## config.mk

```make
export PLATFORM = sky130hd
export DESIGN_NAME = key_event_classifier_flat
export DESIGN_NICKNAME = d
export VERILOG_FILES = /design/src/rtl/key_event_classifier_pkg.sv /design/src/rtl/key_event_classifier_if.sv /design/src/rtl/key_event_classifier_ms_tick_sync.sv /design/src/rtl/key_event_classifier.sv /design/src/flat_wrapper.sv
export SDC_FILE = /design/constraint.sdc
export NUM_CORES = 1
export LEC_CHECK = 0
export ABC_AREA = 1
export ABC_CLOCK_PERIOD_IN_PS = 3900
export BUFFER_PORTS_ARGS = -buffer_cell sky130_fd_sc_hd__buf_2
export CAP_MARGIN = 10
export CORE_AREA = 4 4 56 58
export CTS_BUF_LIST = sky130_fd_sc_hd__clkbuf_4
export CTS_CLUSTER_DIAMETER = 200
export DETAILED_ROUTE_END_ITERATION = 16
export DIE_AREA = 0 0 60 62
export PLACE_DENSITY = 0.84
export SKIP_CTS_REPAIR_TIMING = 1
export SYNTH_ARGS = -nofsm -noshare
export SYNTH_HDL_FRONTEND = slang
export SYNTH_HIERARCHICAL = 1
export SYNTH_SLANG_ARGS = --single-unit
export TNS_END_PERCENT = 5
```

## constraint.sdc

```tcl
create_clock -name clk -period 3.9 [get_ports clk]
set_clock_uncertainty 0.05 [all_clocks]
set_input_delay 0.39 -clock clk [delete_from_list [all_inputs] [get_ports clk]]
set_output_delay 0.39 -clock clk [all_outputs]
set_load 0.05 [all_outputs]
```

## src/rtl/key_event_classifier_pkg.sv

```systemverilog
// Shared definitions for the key event classifier: FSM state encodings
// (IDLE=0, PRESS1=1, WAIT2=2, PRESS2=3, HELD=4), also used by menu logic
// to decode the debug state output.
package key_event_classifier_pkg;

    localparam int STATE_W = 3;

    typedef enum logic [STATE_W-1:0] {
        IDLE   = 3'd0,
        PRESS1 = 3'd1,
        WAIT2  = 3'd2,
        PRESS2 = 3'd3,
        HELD   = 3'd4
    } key_state_e;

endpackage

```

## src/rtl/key_event_classifier_if.sv

```systemverilog
// Debounced-key link: debouncer (master) drives pressed/change, the
// classifier (slave) returns gesture pulses and its debug state.
interface key_event_if;
    import key_event_classifier_pkg::*;

    logic               pressed;
    logic               change;
    logic               short_press;
    logic               double_press;
    logic               long_press;
    logic               repeat_press;
    logic [STATE_W-1:0] state;

    modport master (
        output pressed, change,
        input  short_press, double_press, long_press, repeat_press, state
    );

    modport slave (
        input  pressed, change,
        output short_press, double_press, long_press, repeat_press, state
    );
endinterface

```

## src/rtl/key_event_classifier_ms_tick_sync.sv

```systemverilog
// ms_tick_sync: brings the asynchronous 1 ms square wave into the clk
// domain through two flops and emits a one-cycle pulse per rising edge.
module ms_tick_sync (
    input  logic clk,
    input  logic resetn,
    input  logic clk_ms,
    output logic ms_tick
);
    // sh[1:0] is the synchronizer, sh[2] holds the previous synced level
    logic [2:0] sh;

    // Shift the raw square wave through sync and edge-history flops
    always_ff @(posedge clk or negedge resetn) begin
        if (!resetn) sh <= '0;
        else         sh <= {sh[1:0], clk_ms};
    end

    assign ms_tick = sh[1] & ~sh[2];
endmodule

```

## src/rtl/key_event_classifier.sv

```systemverilog
// key_event_classifier: turns debounced press/release events into
// one-cycle short / double / long / auto-repeat pulses, timed by ms ticks.
// Optional feature macro: KEY_REPEAT_EN enables repeat_press in HELD;
// without it repeat_press stays 0 and HELD just waits for release.
module key_event_classifier
    import key_event_classifier_pkg::*;
#(
    parameter int LONG_MS   = 1000,
    parameter int DOUBLE_MS = 300,
    parameter int REPEAT_MS = 200,
    parameter int CNT_W     = 16
) (
    input  logic     clk,
    input  logic     resetn,
    input  logic     clk_ms,
    key_event_if.slave bus
);
`ifdef KEY_REPEAT_EN
    localparam bit REPEAT_EN = 1'b1;
`else
    localparam bit REPEAT_EN = 1'b0;
`endif

    // Timeout X fires on the X-th tick after state entry, i.e. cnt == X-1
    localparam logic [CNT_W-1:0] LONG_LIM   = CNT_W'(LONG_MS - 1);
    localparam logic [CNT_W-1:0] DOUBLE_LIM = CNT_W'(DOUBLE_MS - 1);
    localparam logic [CNT_W-1:0] REPEAT_LIM = CNT_W'(REPEAT_MS - 1);

    logic ms_tick;

    ms_tick_sync u_tick (
        .clk     (clk),
        .resetn  (resetn),
        .clk_ms  (clk_ms),
        .ms_tick (ms_tick)
    );

    key_state_e       state_q, state_d;
    logic [CNT_W-1:0] cnt_q;
    logic             cnt_clr;
    logic             short_d, double_d, long_d, repeat_d;
    logic             short_q, double_q, long_q, repeat_q;

    logic press_ev, rel_ev;
    logic to_long, to_double, to_repeat;

    assign press_ev  = bus.change &  bus.pressed;
    assign rel_ev    = bus.change & ~bus.pressed;
    assign to_long   = ms_tick && (cnt_q == LONG_LIM);
    assign to_double = ms_tick && (cnt_q == DOUBLE_LIM);
    assign to_repeat = ms_tick && (cnt_q == REPEAT_LIM);

    // Next state and pulse decode; edge events are checked before timeouts
    always_comb begin
        state_d  = state_q;
        cnt_clr  = 1'b0;
        short_d  = 1'b0;
        double_d = 1'b0;
        long_d   = 1'b0;
        repeat_d = 1'b0;
        case (state_q)
            IDLE:   if (press_ev) state_d = PRESS1;
            PRESS1: begin
                if (rel_ev) state_d = WAIT2;
                else if (to_long) begin
                    long_d  = 1'b1;
                    state_d = HELD;
                end
            end
            WAIT2: begin
                if (press_ev) state_d = PRESS2;
                else if (to_double) begin
                    short_d = 1'b1;
                    state_d = IDLE;
                end
            end
            PRESS2: begin
                // a second press never yields long_press, even when held
                if (rel_ev) begin
                    double_d = 1'b1;
                    state_d  = IDLE;
                end else if (to_long) begin
                    double_d = 1'b1;
                    state_d  = HELD;
                end
            end
            HELD: begin
                if (rel_ev) state_d = IDLE;
                else if (REPEAT_EN && to_repeat) begin
                    repeat_d = 1'b1;
                    cnt_clr  = 1'b1;
                end
            end
            default: state_d = IDLE;
        endcase
        if (state_d != state_q) cnt_clr = 1'b1;
    end

    // State register and registered one-cycle output pulses
    always_ff @(posedge clk or negedge resetn) begin
        if (!resetn) begin
            state_q  <= IDLE;
            short_q  <= 1'b0;
            double_q <= 1'b0;
            long_q   <= 1'b0;
            repeat_q <= 1'b0;
        end else begin
            state_q  <= state_d;
            short_q  <= short_d;
            double_q <= double_d;
            long_q   <= long_d;
            repeat_q <= repeat_d;
        end
    end

    // ms counter: cleared on state entry / repeat restart, saturating
    always_ff @(posedge clk or negedge resetn) begin
        if (!resetn)                     cnt_q <= '0;
        else if (cnt_clr)                cnt_q <= '0;
        else if (ms_tick && cnt_q != '1) cnt_q <= cnt_q + 1'b1;
    end

    assign bus.short_press  = short_q;
    assign bus.double_press = double_q;
    assign bus.long_press   = long_q;
    assign bus.repeat_press = repeat_q;
    assign bus.state        = state_q;
endmodule

```

## src/flat_wrapper.sv

```systemverilog
// flat-port wrapper written by rule: the top's interface ports become plain ports
module key_event_classifier_flat import key_event_classifier_pkg::*;
#(
    parameter int LONG_MS   = 1000,
    parameter int DOUBLE_MS = 300,
    parameter int REPEAT_MS = 200,
    parameter int CNT_W     = 16
)
  (clk, resetn, clk_ms, bus_pressed, bus_change, bus_short_press, bus_double_press, bus_long_press, bus_repeat_press, bus_state);
  key_event_if bus_i ();
  input  logic clk;
  input  logic resetn;
  input  logic clk_ms;
  input wire logic [$bits(bus_i.pressed)-1:0] bus_pressed;
  input wire logic [$bits(bus_i.change)-1:0] bus_change;
  output wire logic [$bits(bus_i.short_press)-1:0] bus_short_press;
  output wire logic [$bits(bus_i.double_press)-1:0] bus_double_press;
  output wire logic [$bits(bus_i.long_press)-1:0] bus_long_press;
  output wire logic [$bits(bus_i.repeat_press)-1:0] bus_repeat_press;
  output wire logic [$bits(bus_i.state)-1:0] bus_state;
  assign bus_i.pressed = bus_pressed;
  assign bus_i.change = bus_change;
  assign bus_short_press = bus_i.short_press;
  assign bus_double_press = bus_i.double_press;
  assign bus_long_press = bus_i.long_press;
  assign bus_repeat_press = bus_i.repeat_press;
  assign bus_state = bus_i.state;
  key_event_classifier #(.LONG_MS(LONG_MS), .DOUBLE_MS(DOUBLE_MS), .REPEAT_MS(REPEAT_MS), .CNT_W(CNT_W)) u_core (.clk(clk), .resetn(resetn), .clk_ms(clk_ms), .bus(bus_i));
endmodule
```

==> results.cfg, run 1 <==
[outcome]
outcome = complete, no violations

[synthesis]
yosys_most_used_dff = dfrtp_1
synthesis.nets = 204
synth_warnings = 6
yosysMostFrequentCell = nand2_1
yosysUniqueCellTypes = 29
synth_edf_count = 0
synth_top_area_share_pct = 41.7
synth-seq-cells = 25
synthArstFlopShare_pct = 100
yosys-top-cells-count = 45 x nand2_1, 32 x nor2_1, 25 x dfrtp_1
syn_area_mm2 = 0.00150
synth.largest_area_cell = dfrtp_1
yosysSeqAreaShare_pct = 41.7
yosys-top-cells-area = dfrtp_1 42%, nand2_1 11%, nor2_1 8.0%
synthCells = 198
syn-mean-instance-area_um2 = 7.58

[setup_path]
startpoint_type = flip-flop
crit_type = reg2reg
crit_chain = ha_1 > nand2_1 > nor2_4 > nand2_2 > o21ai_2 > nor2_1 > xnor2_1 > nor2_2
crit_path_end_kind = flip-flop
cp_max_fo = 6
cp_slowest_cell = dfrtp_1
critPathArrivalTime_ps = 1980
critical_path_required_ps = 4070
cpPeakStageDelay_ps = 410

[clock_tree]
clock-sinks = 25
cts-buffers-inserted = 3
cts.path.max_buffers = 2
worstSkewPairLatency_ps = 320
clk_pin_slew_ps = 140
cts_tree = built
root_buffer = clkbuf_4
h-tree-depth = 1

[sta]
setup_viol = 0
relSlewSlack_pct = 63.8
setup_slack_ps = 2100
finalCriticalPeriod_ps = 1800
finalHoldViolCount = 0
fin_crit_sh_pct = 46.3
fin_hold_ws_ps = 108
rsz0062_at_grt = no
slew_viol_final = 0
max_freq_mhz = 554
fin_tns_setup_ps = 0
worst_slew_pin_slew_ps = 543

[global_route]
grt_usage_pct = 17.5
grt_pass1_vias = 1130
antenna_found_initial = 0
grt_pass1_wl_mm = 4.84
grt_max_degree = 26
grt.overflow.total = 0

[drt]
dr.first_iter.drc_count = 37
routedWlPerCell_um = 11.8
antenna_left = 0
drt-vias-per-instance = 5.27
finalWirelength_mm = 2.86
drc = 0
firstDrtPassIters = 4
via_count = 1276

[power]
swShare_pct = 37.8
clock_power_share_pct = 21.4
max-vdd-ir-drop_uv = 363
p_total_mw = 0.565
p_sw_mw = 0.213
intPower_mw = 0.352
powerDensity_mw_per_mm2 = 351
p_seq_share_pct = 51.2
p_leak_nw = 0.722
p_comb_share_pct = 27.5

[final_layout]
synthToLayoutAreaGrowth_pct = 7.33
nets = 218
final_cell_area_mm2 = 0.00161
fillCellCount = 246
fin_cells = 242
fin_util_pct = 60.5
n_antenna_cell = 0
drive_gt1_share_pct = 18.5

[die]
die_width_um = 60
rows = 19
core_area_mm2 = 0.00266
die_h_um = 62
ios = 12
initial_core_util_pct = 56.4
die_area_mm2 = 0.00372

[placed_design]
dp_hpwl_mm = 2.19
pre_cts_slack_ps = 2120
dpl_cell_area_mm2 = 0.00157
routabilityCongestion = 0.860
place_inst = 237
io_buffers = 10

[min_path]
hp-class = in2reg

[job]
maxCapViolCount = 0
## area by class of cell
class | count | area (µm²) | share of cell area (%)
repair buffers | 11 | 60.1 | 3.73
multi-input cells | 145 | 759 | 47.1
clock buffers | 3 | 22.5 | 1.40
inverters | 26 | 97.6 | 6.06
clock inverters | 1 | 7.51 | 0.466
well taps | 31 | 38.8 | 2.41
flip-flops and latches | 25 | 626 | 38.8
## power by group through the flow
stage               logic, mW  registers [mW]  clock network, mW
global route            0.174           0.293              0.135
finish                  0.155           0.289              0.121
floorplan               0.104           0.321                  0
CTS                     0.156           0.289              0.125
global placement        0.154           0.294                  0
detailed placement      0.155           0.294                  0
## flip-flops by register name, indices dropped and copies added, names as in the netlist
register and flops:
u_core/bus.state 3, u_core/bus.long_press 1, u_core/bus.double_press 1, u_core/u_tick/sh 3, u_core/cnt_q 16, u_core/bus.short_press 1
## placed cells by master (no fill, tap or decap), types with 2 or more instances in the layout
| master | n |
|---|---|
| a21oi_1 | 3 |
| nand3_2 | 2 |
| dfrtp_1 | 25 |
| clkbuf_4 | 3 |
| o21ai_0 | 6 |
| nor2_1 | 32 |
| nor3_1 | 3 |
| nor2_4 | 2 |
| nand2_2 | 3 |
| inv_2 | 2 |
| inv_1 | 23 |
| nand3_1 | 14 |
| nand2_1 | 45 |
| buf_2 | 10 |
| nand2_4 | 2 |
| nand4_1 | 6 |
| nor2_2 | 11 |
| xor2_1 | 6 |
## path summary, 6_finish.rpt
path	start	to	slack, ps	cells past startpoint
max	u_core/cnt_q[0]	u_core/cnt_q[9]	2100	8
min reg2reg	u_core/u_tick/sh[0]	u_core/u_tick/sh[1]	330	0
max reg2reg	u_core/cnt_q[0]	u_core/cnt_q[9]	2100	8
max in group asynchronous	resetn	u_core/cnt_q[12]	2930	2
min in group asynchronous	resetn	u_core/bus.state[2]	510	2
min	clk_ms	u_core/u_tick/sh[0]	110	1
## worst max-delay path, delay by kind of cell (launching register included)
family / cells / cell delay (ps)
simple gates: 5 / 570
xor+xnor: 1 / 180
compound gates: 1 / 300
flops: 1 / 410
fa+ha+maj: 1 / 200
## cells by family (layout without fill, tap and decap cells)
group / Yosys count / count (layout) / share of synthesized area, %
XOR/XNOR: 7 / 7 / 4.08
AND/OR/NAND/NOR: 123 / 123 / 40.5
flip-flops: 25 / 25 / 41.7
AO/OA/AOI/OAI: 13 / 13 / 4.92
buffers and inverters: 28 / 41 / 7.75
other: 1 / 1 / 0.250
adder cells (fa/ha/maj): 1 / 1 / 0.833
## per-layer routing
layer	vias up	track usage (%)	share of wire (%)
met4	0	7.59	1.9
met5	-	0	0
met3	4	2.48	3.6
met2	23	28.2	48
li1	648	-	-
met1	601	23.4	46
(Power assumes the default switching activity.)
==> inputs of run 2 (changes only) <==
Settings changed: ABC_CLOCK_PERIOD_IN_PS 3900 to 1600, CORE_AREA 4 4 56 58 to 4 4 58 60, DIE_AREA 0 0 60 62 to 0 0 62 64, PLACE_DENSITY 0.84 to 0.82.
Clock period 3.9 ns to 1.6 ns, I/O delays scaled along.
==> results.cfg, run 2 (synthesis gave the netlist of run 1 again) <==
[outcome]
outcome = finished, violations left
violations = negative setup slack

[job]
maxCapViolCount = 0

[sta]
finalCriticalPeriod_ps = 1740
setup_viol = 16
fin_crit_sh_pct = 109
fin_tns_setup_ps = -1910
rsz0062_at_grt = yes
finalHoldViolCount = 0
worst_slew_pin_slew_ps = 537
slew_viol_final = 0
relSlewSlack_pct = 64.2
max_freq_mhz = 576
setup_slack_ps = -136

[clock_tree]
h-tree-depth = 1
cts_tree = built
cts-buffers-inserted = 3
worstSkewPairLatency_ps = 330
clock-sinks = 25
clk_pin_slew_ps = 160
root_buffer = clkbuf_4
cts.path.max_buffers = 2

[setup_path]
cp_max_fo = 8
startpoint_type = flip-flop
timing.critical_path.buf_inv = 2
crit_path_end_kind = flip-flop
critical_path_required_ps = 1770
crit_type = reg2reg
cp_slowest_cell = dfrtp_1
cp_common_cell = nand3_2
cpPeakStageDelay_ps = 400
critPathArrivalTime_ps = 1910
cp_top_family = simple AND/OR/NAND/NOR gates
crit_chain = ha_2 > nand2_2 > inv_2 > nand3_2 > nor2_4 > nand3_2 > nand2_2 > nand3_2 > nand3_4 > clkbuf_16 > nor2_2

[die]
die_h_um = 64
rows = 20
ios = 12
initial_core_util_pct = 51.3
die_width_um = 62
core_area_mm2 = 0.00293
die_area_mm2 = 0.00397

[placed_design]
io_buffers = 10
dp_hpwl_mm = 2.37
routabilityCongestion = 0.889

[global_route]
grt_usage_pct = 18.7
grt.overflow.total = 0
antenna_found_initial = 0
grt.met2_usage_pct = 31.0
grt_pass1_vias = 1323
grt_pass1_wl_mm = 5.70
grt.met1_usage_pct = 24.6
use_met3_pct = 3.03
grt_max_degree = 26
busiest_layer = met2

[drt]
drc = 0
antenna_left = 0
firstDrtPassIters = 4
drt-vias-per-instance = 5.25
routedWlPerCell_um = 12.9
dr.first_iter.drc_count = 63
via_count = 1423
finalWirelength_mm = 3.51

[final_layout]
multi_input_area_um2 = 822
layout_commonest_cell = nand2_1
n_antenna_cell = 0
nets = 245
synthToLayoutAreaGrowth_pct = 28.4
drive_gt1_share_pct = 35.7
fin_util_pct = 65.9
fillCellCount = 227
most-common-layout-cells = 41 x nand2_1, 28 x nor2_1, 23 x buf_4, 22 x inv_1, 22 x dfrtp_1
largest_register_ffs = 16
register_area_um2 = 629
regMostFlops = u_core/cnt_q

[power]
p_total_mw = 1.60
p_leak_nw = 0.878
max-vdd-ir-drop_uv = 1120
powerDensity_mw_per_mm2 = 829

[min_path]
hp-class = in2reg
## run 2: cell count changes in the layout (fill, tap and decap cells not counted), moves of 3 or more
cell and delta:
nand3_2 +4, nand2_1 -4, nand2_2 +4, dfrtp_2 +3, nor2_1 -4, buf_4 +23
nand3_1 -4, dfrtp_1 -3
## run 2: final timing paths
kind / startpoint / end / slack (ps) / depth (start not counted)
min in group asynchronous: resetn / u_core/bus.double_press / 280 / 2
max reg2reg: u_core/cnt_q[1] / u_core/cnt_q[13] / -140 / 11
min reg2reg: u_core/u_tick/sh[0] / u_core/u_tick/sh[1] / 330 / 0
max in group asynchronous: resetn / u_core/bus.state[0] / 840 / 2
min: bus_pressed / u_core/bus.state[0] / 90 / 3
max: u_core/cnt_q[1] / u_core/cnt_q[13] / -140 / 11
## run 2: layout make-up
class                           count  share of cell area (%)
Clock buffer                        3                    1.17
Clock inverter                      1                   0.389
Inverter                           26                    5.06
Multi-Input combinational cell    145                    42.6
Sequential cell                    25                    32.6
Tap cell                           33                    2.14
Timing Repair Buffer               38                    16.0
## run 2: where the power goes
group / switching (mW) / internal, mW
Sequential: 0.0399 / 0.673
Clock: 0.202 / 0.0955
Combinational: 0.348 / 0.241
Total: 0.590 / 1.01
## run 2: through the flow
step | std cells | hold WS (ps) | worst slack [ps] | area (µm²)
after floorplan | 198 | -186 | 30.5 | 1510
after global placement | 260 | 124 | -33.7 | 1750
after detailed placement | 260 | 131 | -95.6 | 1750
after CTS | 264 | -250 | -135 | 1780
after global routing | 271 | 117 | -233 | 1930
final | 271 | 91.7 | -136 | 1930
## run 2: worst register-to-register path: cells and delay by family (launching register included)
kind / cells / cell delay (ps)
flip-flops: 1 / 400
buffers and inverters: 2 / 220
adder cells (fa/ha/maj): 1 / 210
AND/OR/NAND/NOR: 8 / 750
## run 2: layer usage
layer,vias up,part of all wire (%)
li1,701,-
met1,695,43
met2,23,53
met3,4,3.0
met4,0,1.0
met5,-,0
==> inputs of run 3 (changes only) <==
Settings changed: CORE_AREA 4 4 58 60 to 5 5 59 61, DIE_AREA 0 0 62 64 to 0 0 64 66.
==> results.cfg, run 3 (synthesis gave the netlist of run 1 again) <==
[outcome]
outcome = finished, violations left
violations = negative setup slack

[drt]
dr.first_iter.drc_count = 95
drt-vias-per-instance = 5.34
drc = 0
via_count = 1436
routedWlPerCell_um = 13.4
antenna_left = 0
firstDrtPassIters = 4
finalWirelength_mm = 3.61

[die]
die_area_mm2 = 0.00422
core_area_mm2 = 0.00293
die_width_um = 64
die_h_um = 66
initial_core_util_pct = 51.3
ios = 12
rows = 20

[clock_tree]
worstSkewPairLatency_ps = 320
cts-buffers-inserted = 3
clk_pin_slew_ps = 140
h-tree-depth = 1
cts_tree = built
cts.path.max_buffers = 2
root_buffer = clkbuf_4
clock-sinks = 25

[power]
swShare_pct = 39.0
clock_power_share_pct = 19.8
powerDensity_mw_per_mm2 = 813
p_sw_mw = 0.600
max-vdd-ir-drop_uv = 1120
p_seq_share_pct = 46.5
p_comb_share_pct = 33.8
p_leak_nw = 0.861
intPower_mw = 0.940

[global_route]
antenna_found_initial = 0
grt_pass1_vias = 1263
grt_max_degree = 26
grt.overflow.total = 0
grt_pass1_wl_mm = 5.45
grt_usage_pct = 16.0

[sta]
setup_slack_ps = -126
fin_crit_sh_pct = 108
rsz0062_at_grt = yes
slew_viol_final = 0
relSlewSlack_pct = 63.1
fin_hold_ws_ps = 130
worst_slew_pin_slew_ps = 554
max_freq_mhz = 579
finalCriticalPeriod_ps = 1730
setup_viol = 16
finalHoldViolCount = 0

[setup_path]
critical_path_required_ps = 1780
crit_path_end_kind = flip-flop
crit_type = reg2reg
startpoint_type = flip-flop
critPathArrivalTime_ps = 1900
cp_max_fo = 6

[final_layout]
n_antenna_cell = 0
regMostFlops = u_core/cnt_q
drive_gt1_share_pct = 35.6
fillCellCount = 244
synthToLayoutAreaGrowth_pct = 26.1
nets = 243
fin_cells = 269
layout_commonest_cell = nand2_1
fin_util_pct = 64.7
largest_register_ffs = 16
most-common-layout-cells = 40 x nand2_1, 26 x nor2_1, 23 x inv_1, 22 x dfrtp_1, 22 x buf_4
final_cell_area_mm2 = 0.00189

[job]
maxCapViolCount = 0

[placed_design]
dpl_cell_area_mm2 = 0.00171
pre_cts_slack_ps = -86.8
io_buffers = 10
place_inst = 256
dp_hpwl_mm = 2.26
routabilityCongestion = 0.826

[min_path]
hp-class = in2reg
[run 3: layout make-up]
type	instances	area, µm²	area share [%]
Clock buffer	4	30.0	1.59
Inverter	26	97.6	5.16
Multi-Input combinational cell	146	855	45.1
Sequential cell	25	629	33.2
Tap cell	33	41.3	2.18
Timing Repair Buffer	35	240	12.7
[run 3: critical path, stage by stage, from the launching register on]
cell     delay, ps
dfrtp_1        490
nand2_1         90
nor2_2         190
nand2_2        120
nor2_4         150
nor2_8          70
buf_2          150
nand2_1         80
xor2_1         190
nor2_2          60
[run 3: worst paths after layout]
check	endpoint	from	depth (start not counted)	slack, ps
max	u_core/cnt_q[11]	u_core/cnt_q[7]	9	-130
min	u_core/bus.double_press	bus_change	3	130
max reg2reg	u_core/cnt_q[11]	u_core/cnt_q[7]	9	-130
min reg2reg	u_core/u_tick/sh[1]	u_core/u_tick/sh[0]	0	310
max in group asynchronous	u_core/bus.state[0]	resetn	2	800
min in group asynchronous	u_core/cnt_q[7]	resetn	2	300
[run 3: per-stage QoR]
| step | setup TNS [ps] | total power, mW |
|---|---|---|
| 6_report | -812 | 1.54 |
| 5_1_grt | -2200 | 1.64 |
| 4_1_cts | -1550 | 1.44 |
| 3_5_place_dp | -998 | 1.13 |
| 3_3_place_gp | -104 | 1.12 |
| 2_1_floorplan | 0 | 1.04 |
[run 3: routing by layer]
| metal | GRT usage [%] | part of all wire, % | vias to the layer above |
|---|---|---|---|
| met5 | 0 | 0 | - |
| met4 | 4.68 | 1.4 | 0 |
| met3 | 2.04 | 3.6 | 6 |
| met2 | 26.8 | 51 | 35 |
| met1 | 21.4 | 44 | 695 |
| li1 | - | - | 700 |
[run 3: power groups by stage]
| stage | logic, mW | clock network (mW) | registers (mW) |
|---|---|---|---|
| after global routing | 0.564 | 0.348 | 0.724 |
| after detailed placement | 0.414 | 0 | 0.718 |
| after CTS | 0.415 | 0.320 | 0.706 |
| final | 0.520 | 0.305 | 0.715 |
| after floorplan | 0.253 | 0 | 0.787 |
| after global placement | 0.405 | 0 | 0.716 |
